File: src/rtl/vc_dest_arbiter.sv
// vc_dest_arbiter: pops at most one head word per cycle from the two class FIFOs
// (VC0/VC1) and forwards it as a registered beat to the 1:2 destination demux.
// Per-destination backpressure is applied per VC, so a blocked head on one VC never
// stalls the other.
// Build option: define ARB_ROUND_ROBIN_EN for round-robin arbitration between the
// two VCs; without it, VC0 has strict priority.
module vc_dest_arbiter #(
  parameter int unsigned DATA_W      = 8,
  parameter int unsigned DEST_BIT    = 4,
  parameter int unsigned INIT_CYCLES = 2
) (
  input  logic              clk,
  input  logic              reset_L,
  input  logic              vc0_empty,
  input  logic [DATA_W-1:0] vc0_data,
  input  logic              vc1_empty,
  input  logic [DATA_W-1:0] vc1_data,
  input  logic              d0_almost_full,
  input  logic              d1_almost_full,
  output logic              vc0_pop,
  output logic              vc1_pop,
  output logic [DATA_W-1:0] data_out,
  output logic              valid_out,
  output logic              class_out,
  output logic              dest_out,
  output logic [1:0]        state,
  output logic [7:0]        cnt_dest0,
  output logic [7:0]        cnt_dest1
);

  typedef enum logic [1:0] {
    StReset  = 2'd0,
    StInit   = 2'd1,
    StIdle   = 2'd2,
    StActive = 2'd3
  } state_e;

  localparam int unsigned     InitW    = (INIT_CYCLES > 1) ? $clog2(INIT_CYCLES) : 1;
  localparam logic [InitW-1:0] InitLast = InitW'(INIT_CYCLES - 1);

  state_e             state_q;
  logic [InitW-1:0]   init_cnt_q;

  logic               vc0_blocked, vc1_blocked;
  logic               vc0_elig, vc1_elig, any_elig;
  logic               pick0, pick1;
  logic               run;
  logic               any_pop;
  logic [DATA_W-1:0]  fwd_data;
  logic               fwd_dest;

  logic [DATA_W-1:0]  data_q, data_d;
  logic               valid_q, valid_d;
  logic               class_q, class_d;
  logic               dest_q, dest_d;
  logic [7:0]         cnt0_q, cnt0_d;
  logic [7:0]         cnt1_q, cnt1_d;

  // Eligibility: head present and its own destination not almost full.
  always_comb begin
    vc0_blocked = vc0_data[DEST_BIT] ? d1_almost_full : d0_almost_full;
    vc1_blocked = vc1_data[DEST_BIT] ? d1_almost_full : d0_almost_full;
    vc0_elig    = !vc0_empty && !vc0_blocked;
    vc1_elig    = !vc1_empty && !vc1_blocked;
    any_elig    = vc0_elig || vc1_elig;
  end

`ifdef ARB_ROUND_ROBIN_EN
  // Remembers which VC was granted last; resets to VC1 so VC0 wins the first tie.
  logic last_grant_q;

  // Last-grant tracking, updated on every pop.
  always_ff @(posedge clk or negedge reset_L) begin
    if (!reset_L) begin
      last_grant_q <= 1'b1;
    end else if (any_pop) begin
      last_grant_q <= vc1_pop;
    end
  end

  // Round-robin pick: on a tie, the VC not granted last wins.
  always_comb begin
    pick1 = vc1_elig && (!vc0_elig || !last_grant_q);
    pick0 = vc0_elig && !pick1;
  end
`else
  // Strict priority pick: VC1 only when VC0 cannot go.
  always_comb begin
    pick0 = vc0_elig;
    pick1 = vc1_elig && !vc0_elig;
  end
`endif

  // Pops are combinational; reset_L gates them so they drop without waiting for a clock.
  always_comb begin
    run      = reset_L && ((state_q == StIdle) || (state_q == StActive));
    vc0_pop  = run && pick0;
    vc1_pop  = run && pick1;
    any_pop  = vc0_pop || vc1_pop;
    fwd_data = vc1_pop ? vc1_data : vc0_data;
    fwd_dest = fwd_data[DEST_BIT];
  end

  // Control FSM: RESET -> INIT (INIT_CYCLES clocks) -> IDLE <-> ACTIVE.
  always_ff @(posedge clk or negedge reset_L) begin
    if (!reset_L) begin
      state_q    <= StReset;
      init_cnt_q <= '0;
    end else begin
      case (state_q)
        StReset: begin
          state_q    <= StInit;
          init_cnt_q <= '0;
        end
        StInit: begin
          if (init_cnt_q == InitLast) begin
            state_q <= StIdle;
          end else begin
            init_cnt_q <= init_cnt_q + InitW'(1);
          end
        end
        StIdle, StActive: begin
          state_q <= any_elig ? StActive : StIdle;
        end
        default: state_q <= StReset;
      endcase
    end
  end

  // Output beat and per-destination counters; payload holds when nothing is popped.
  always_comb begin
    data_d  = data_q;
    class_d = class_q;
    dest_d  = dest_q;
    valid_d = 1'b0;
    cnt0_d  = cnt0_q;
    cnt1_d  = cnt1_q;
    if (any_pop) begin
      data_d  = fwd_data;
      class_d = vc1_pop;
      dest_d  = fwd_dest;
      valid_d = 1'b1;
      if (fwd_dest) begin
        cnt1_d = cnt1_q + 8'd1;
      end else begin
        cnt0_d = cnt0_q + 8'd1;
      end
    end
  end

  // Output registers, captured on the same edge as the pop.
  always_ff @(posedge clk or negedge reset_L) begin
    if (!reset_L) begin
      data_q  <= '0;
      valid_q <= 1'b0;
      class_q <= 1'b0;
      dest_q  <= 1'b0;
      cnt0_q  <= 8'd0;
      cnt1_q  <= 8'd0;
    end else begin
      data_q  <= data_d;
      valid_q <= valid_d;
      class_q <= class_d;
      dest_q  <= dest_d;
      cnt0_q  <= cnt0_d;
      cnt1_q  <= cnt1_d;
    end
  end

  assign data_out  = data_q;
  assign valid_out = valid_q;
  assign class_out = class_q;
  assign dest_out  = dest_q;
  assign state     = state_q;
  assign cnt_dest0 = cnt0_q;
  assign cnt_dest1 = cnt1_q;

endmodule

File: config.mk
export PLATFORM = sky130hd
export DESIGN_NAME = vc_dest_arbiter
export DESIGN_NICKNAME = d
export VERILOG_FILES = /design/src/rtl/vc_dest_arbiter.sv
export SDC_FILE = /design/constraint.sdc
export NUM_CORES = 1
export LEC_CHECK = 0
export ABC_AREA = 1
export BUFFER_PORTS_ARGS = -buffer_cell sky130_fd_sc_hd__buf_2
export CAP_MARGIN = 20
export CORE_MARGIN = 5
export CORE_UTILIZATION = 45
export CTS_BUF_LIST = sky130_fd_sc_hd__clkbuf_4 sky130_fd_sc_hd__clkbuf_8 sky130_fd_sc_hd__clkbuf_16
export CTS_CLUSTER_SIZE = 8
export DETAILED_ROUTE_END_ITERATION = 8
export PLACE_DENSITY_LB_ADDON = 0.25
export REMOVE_ABC_BUFFERS = 1
export SKIP_CTS_REPAIR_TIMING = 1
export SYNTH_ARGS = -nofsm -noshare
export SYNTH_HDL_FRONTEND = slang
export SYNTH_SLANG_ARGS = --single-unit
File: constraint.sdc
create_clock -name clk -period 3 [get_ports clk]
set_clock_uncertainty 0.15 [all_clocks]
set_input_delay 0.15 -clock clk [delete_from_list [all_inputs] [get_ports clk]]
set_output_delay 0.15 -clock clk [all_outputs]
set_load 0.1 [all_outputs]
==> results_dict.tcl, run 1 <==
set metrics [dict create \
    power.switching_uw 884.3 \
    synthTopCellsByArea "dfrtp_1 44%, nand2_1 17%, nand3_1 6.7%" \
    ys_top_cells_by_count "74 x nand2_1, 29 x dfrtp_1, 22 x nand3_1" \
    cts_root_buffer "clkbuf_8" \
    outcome "completed" \
    synth_ff_type "dfrtp_1" \
    hpwl_um 2661 \
    worstSetupPathType "in -> out" \
    routed_wl_um 3843 \
    grt_max_degree 30 \
    vias 1509 \
    peakVddDrop_mv 0.5769 \
    drc_errors 0 \
    io_buffers 52 \
    critPathLaunchType "primary input" \
    layout-drive-gt1-share 0.2910 \
    swShare 0.5297 \
    critPathLaunch "reset_L" \
    finalHoldViolations 0 \
    worstHoldStart "vc0_data[7]" \
    hold_class "in -> reg" \
    syn_inst 202 \
    grt_setup_unrepaired "false" \
    fin_cells 316 \
    reg2reg_from "state[1]" \
    crit_required_ns 2.70 \
    combPwrFrac 0.484 \
    vias_per_cell 4.775 \
    synth-edff-count 0 \
    syn_to_final_growth_pct 27.89 \
    grt_util_all_layers 0.1585 \
    ant_nets 0 \
    p_clk_frac 0.196 \
    die_area_um2 4969 \
    tightestPinTransition_ns 0.4978 \
    p_int_uw 785.1 \
    relSlewSlack 0.6704 \
    grt_pass1_vias 1415 \
    core_um2 3606 \
    setup-violations-final 0 \
    first_iter_violations 105 \
    avgSynthCellArea_um2 8.151 \
    nNetsFinal 291 \
    first_pass_iters 4 \
    synthArstFlopShare 1.000 \
    clockBufferDepth 2 \
    rows 22 \
    synth.distinct_cells 25 \
    die_y_um 70.49 \
    finalSetupTns_ns 0 \
    synth_area_um2 1647 \
    dieWidth_um 70.49 \
    max_cap_viol_count 0 \
    p_total_mw 1.669 \
    end_kind "output pin" \
    yosys.area.top_type "dfrtp_1" \
    grt_overflow 0 \
    arrival_ns 1.92 \
    synth-seq-cells 29 \
    yosysMostFrequentCell "nand2_1" \
    fmax_ghz 0.4503 \
    maxSlewViolCount 0 \
    yosysSeqAreaShare 0.4407 \
    fin_crit_sh 0.7402 \
    clk_latency_ns 0.27 \
    p_leak_nw 1.127 \
    crit_fanout 11 \
    ioPinCount 53 \
    netlist.area_leader.share 0.4407 \
    clk_pin_slew_ns 0.06 \
    fin_crit_ns 2.221 \
    place_congestion 0.8502 \
    wl_per_cell_um 12.16 \
    cts_made_buffers 5 \
    cts_sinks 29 \
    htree_levels 2 \
    tritoncts "yes" \
    dp.cells 299 \
    diodes 0 \
    p_per_area_nw_per_um2 792.8 \
    grt_first_pass_wirelength_um 6161 \
    yosys_warnings 0 \
    start_util 0.4566 \
    whs_ns 0.006755 \
    seq_power_share 0.320 \
    antenna_found_initial 0 \
]
## critical path, stage by stage
cell           delay, ns
dlygate4sd3_1       0.52
buf_2               0.13
nand2_1             0.08
clkinv_2            0.12
nand3_2             0.26
inv_2               0.21
buf_2               0.45
## stage by stage
| stage | setup WS, ns | cell area [um2] | utilization |
|---|---|---|---|
| after floorplan | 0.2461 | 1597 | - |
| after global placement | 1.239 | 1924 | 0.5337 |
| after detailed placement | 1.191 | 1924 | 0.5337 |
| after CTS | 0.8954 | 2016 | 0.5590 |
| after global routing | 0.6867 | 2106 | 0.5840 |
| final | 0.7794 | 2106 | 0.5840 |
## final cells by class
type	count	area, um2
inverters	17	72.57
fillers	357	1500
repair buffers	62	357.8
well taps	48	60.06
clock buffers	8	91.34
flip-flops and latches	29	725.7
multi-input cells	152	798.3
## per-layer routing
layer	GRT usage	part of all wire	vias up
li1	-	-	774
met1	0.1964	0.43	678
met2	0.2557	0.49	51
met3	0.05755	0.064	6
met4	0.04894	0.016	0
met5	0	0	-
## registers in the layout (all words and copies together) (netlist names)
name / flops
cnt_dest0: 8
cnt_dest1: 8
data_out: 8
state: 2
class_out: 1
init_cnt_q: 1
valid_out: 1
## worst paths after layout
kind                       slack (ns)            to  depth (start not counted)
setup / recovery                 0.78       vc1_pop                          7
max in group asynchronous        2.12  cnt_dest1[5]                          3
hold / removal                  0.007   data_out[7]                          3
setup reg to reg                 0.91   data_out[5]                          7
min in group asynchronous        0.31   data_out[3]                          3
hold reg to reg                  0.34     class_out                          2
## cell families after synthesis
kind of cell,share of synthesized area
buffers and inverters,0.07447
xor gates and xnor gates,0.04255
and+or+nand+nor,0.3799
adders and majority gates,0.01520
AOI/OAI and AO/OA,0.04712
DFF,0.4407
## power by group through the flow
stage	clock network, mW	logic [mW]	registers (mW)
after floorplan	0	0.160	1.03
after global placement	0	0.795	0.535
after detailed placement	0	0.798	0.536
after CTS	0.342	0.803	0.531
after global routing	0.367	0.850	0.547
final	0.328	0.808	0.534
## placed cells by master (no fill, tap or decap), types with 2 or more instances in the layout
cell and count:
nand2_2 2, nand3_4 3, nor2_1 13, nand3_1 22
clkbuf_8 5, inv_1 13, ha_1 2, xor2_1 6
clkbuf_4 3, a21oi_1 12, nor3_1 3, a21oi_2 2
inv_2 2, dlygate4sd3_1 9, nand3b_1 2, dfrtp_1 29
nand2_4 3, xnor2_1 2, nand2_1 74, buf_2 52
nand4_1 3
(Power assumes the default switching activity.)
==> inputs of run 2 (changes only) <==
--- a/config.mk
+++ b/config.mk
@@ -5,7 +5,7 @@
 export SDC_FILE = /design/constraint.sdc
 export NUM_CORES = 1
 export LEC_CHECK = 0
-export ABC_AREA = 1
+export ABC_AREA = 0
 export BUFFER_PORTS_ARGS = -buffer_cell sky130_fd_sc_hd__buf_2
 export CAP_MARGIN = 20
 export CORE_MARGIN = 5
==> constraint.sdc (replaced) <==
create_clock -name clk -period 2.2 [get_ports clk]
set_clock_uncertainty 0.15 [all_clocks]
set_input_delay 0.11 -clock clk [delete_from_list [all_inputs] [get_ports clk]]
set_output_delay 0.11 -clock clk [all_outputs]
set_load 0.1 [all_outputs]
==> results_dict.tcl, run 2 <==
set metrics [dict create \
    dieWidth_um 67.18 \
    hpwl_um 2416 \
    grt_overflow 0 \
    synth.distinct_cells 36 \
    routed_wl_um 3616 \
    finalSetupTns_ns 0 \
    critPathLaunchType "flip-flop" \
    cts_sinks 29 \
    dpl_worst_slack_ns 0.06336 \
    place_congestion 0.7816 \
    cts_root_buffer "clkbuf_4" \
    crit_chain "nand2_2 > o31ai_4 > nand2_4 > mux2_4" \
    final_cell_mix "51 x buf_2, 29 x dfrtp_1, 14 x dlygate4sd3_1" \
    tritoncts "yes" \
    grt_max_degree 30 \
    multiInputGateArea_um2 710.7 \
    p_per_area_nw_per_um2 1197 \
    r2r_end "cnt_dest1[1]" \
    finalHoldViolations 1 \
    crit_end "cnt_dest1[1]" \
    ant_nets 0 \
    arrival_ns 2.05 \
    cpPeakStageDelay_ns 0.67 \
    swShare 0.5759 \
    end_kind "flip-flop" \
    path_buf_inv 0 \
    whs_ns -0.05572 \
    yosysMostFrequentCell "dfrtp_1" \
    grt_util_all_layers 0.1531 \
    combPwrFrac 0.546 \
    cts_made_buffers 5 \
    ys_top_cells_by_count "29 x dfrtp_1, 13 x nor2_1, 10 x xnor2_1" \
    clk_latency_ns 0.33 \
    worstSetupPathType "reg -> reg" \
    vias_per_cell 5.249 \
    final_util 0.6444 \
    critPathLaunch "state[1]" \
    fin_crit_sh 0.9041 \
    synth-seq-cells 29 \
    synth-simple-area-share 0.2007 \
    diodes 0 \
    syn_to_final_growth_pct 35.88 \
    synthArstFlopShare 1.000 \
    synth-compound-area-share 0.09439 \
    drc_errors 0 \
    syn_inst 127 \
    p_int_mw 1.015 \
    grt_setup_unrepaired "false" \
    synth_area_um2 1471 \
    htree_levels 2 \
    crit_family "compound AO/OA/AOI/OAI gates" \
    p_clk_frac 0.132 \
    reg2regPathDepth 4 \
    p_total_mw 2.393 \
    yosys_warnings 0 \
    clk_pin_slew_ns 0.10 \
    antenna_found_initial 0 \
    vias 1286 \
    outcome "finished, violations left" \
    failed_checks "hold timing" \
    reg2reg_from "state[1]" \
    synth_mux_area_frac 0.07313 \
    fin_cells 245 \
    first_pass_iters 4 \
    peakVddDrop_mv 1.392 \
    synth_xor_area_frac 0.08333 \
    cpMaxStageDelayCell "o31ai_4" \
    synth_top_family_by_area "simple AND/OR/NAND/NOR gates" \
    io_buffers 52 \
    synth-edff-count 0 \
    tightestPinTransition_ns 0.8082 \
    synth_ff_type "dfrtp_1" \
    die_y_um 67.18 \
    wl_per_cell_um 14.76 \
    grt_pass1_vias 1153 \
    synthTopCellsByArea "dfrtp_1 49%, xnor2_1 6.0%, mux2i_1 4.8%" \
    clockBufferDepth 2 \
    power.switching_mw 1.378 \
    final_common_cell "buf_2" \
    rrSetupSlack_ns 0.21 \
    grt_first_pass_wirelength_um 5216 \
    worst-path-stages 4 \
    placed_area_um2 1792 \
    dp.cells 222 \
    first_iter_violations 69 \
    yosysSeqAreaShare 0.4932 \
    start_util 0.4742 \
    synth_adder_area_share 0.01701 \
    relSlewSlack 0.4580 \
    crit_fanout 12 \
    layout-drive-gt1-share 0.3930 \
    yosys.area.top_type "dfrtp_1" \
    seq_power_share 0.322 \
    layout_setup_ws_ns 0.2110 \
    stdcell_area_um2 1999 \
    fmax_ghz 0.5028 \
    ioPinCount 53 \
    netlist.area_leader.share 0.4932 \
    hold_class "in -> reg" \
    core_um2 3103 \
    nNetsFinal 224 \
    die_area_um2 4513 \
    setup-violations-final 0 \
    maxSlewViolCount 0 \
    n_fill_cell 264 \
    rows 20 \
    fin_crit_ns 1.989 \
    max_cap_viol_count 0 \
    avgSynthCellArea_um2 11.59 \
    register_area_um2 725.7 \
    crit_required_ns 2.26 \
    p_leak_nw 1.004 \
]
==> run 2: area by class of cell <==
| class | instances | share of cell area |
|---|---|---|
| inverters | 4 | 0.007509 |
| clock buffers | 6 | 0.02253 |
| flip-flops and latches | 29 | 0.3630 |
| multi-input cells | 91 | 0.3554 |
| clock inverters | 2 | 0.005006 |
| well taps | 44 | 0.02753 |
| repair buffers | 69 | 0.2190 |
==> run 2: worst min-delay path, cell delays in order <==
cell     delay (ns)
buf_2          0.08
mux2i_1        0.06
a21oi_1        0.14
==> run 2: metal layers <==
layer	part of all wire	GRT usage	up-vias
li1	-	-	603
met1	0.42	0.1970	628
met2	0.50	0.2429	44
met3	0.058	0.03661	11
met4	0.021	0.07089	0
met5	0	0	-
==> run 2: power by group through the flow <==
stage	registers, mW	clock network (mW)	logic [mW]
after floorplan	1.61	0	0.204
after global placement	0.770	0	1.27
after detailed placement	0.778	0	1.29
after CTS	0.769	0.326	1.29
after global routing	0.791	0.350	1.36
final	0.771	0.317	1.31
==> run 2: how the worst min path moves through the flow <==
stage                     depth (start not counted)           end        start
final                                             3   data_out[3]  vc0_data[3]
after global routing                              3   data_out[3]  vc0_data[3]
after CTS                                         2  cnt_dest0[4]      reset_L
after detailed placement                          2  cnt_dest0[7]      reset_L
after global placement                            2  cnt_dest0[2]      reset_L
after floorplan                                   0     class_out      reset_L
==> run 2: cells by family (layout without fill, tap and decap cells) <==
logic type      after synthesis  after routing
mux                          10             10
buf+inv                       8             81
simple gates                 44             44
fa+ha+maj                     2              2
flops                        29             29
xor+xnor                     14             14
compound gates               20             21
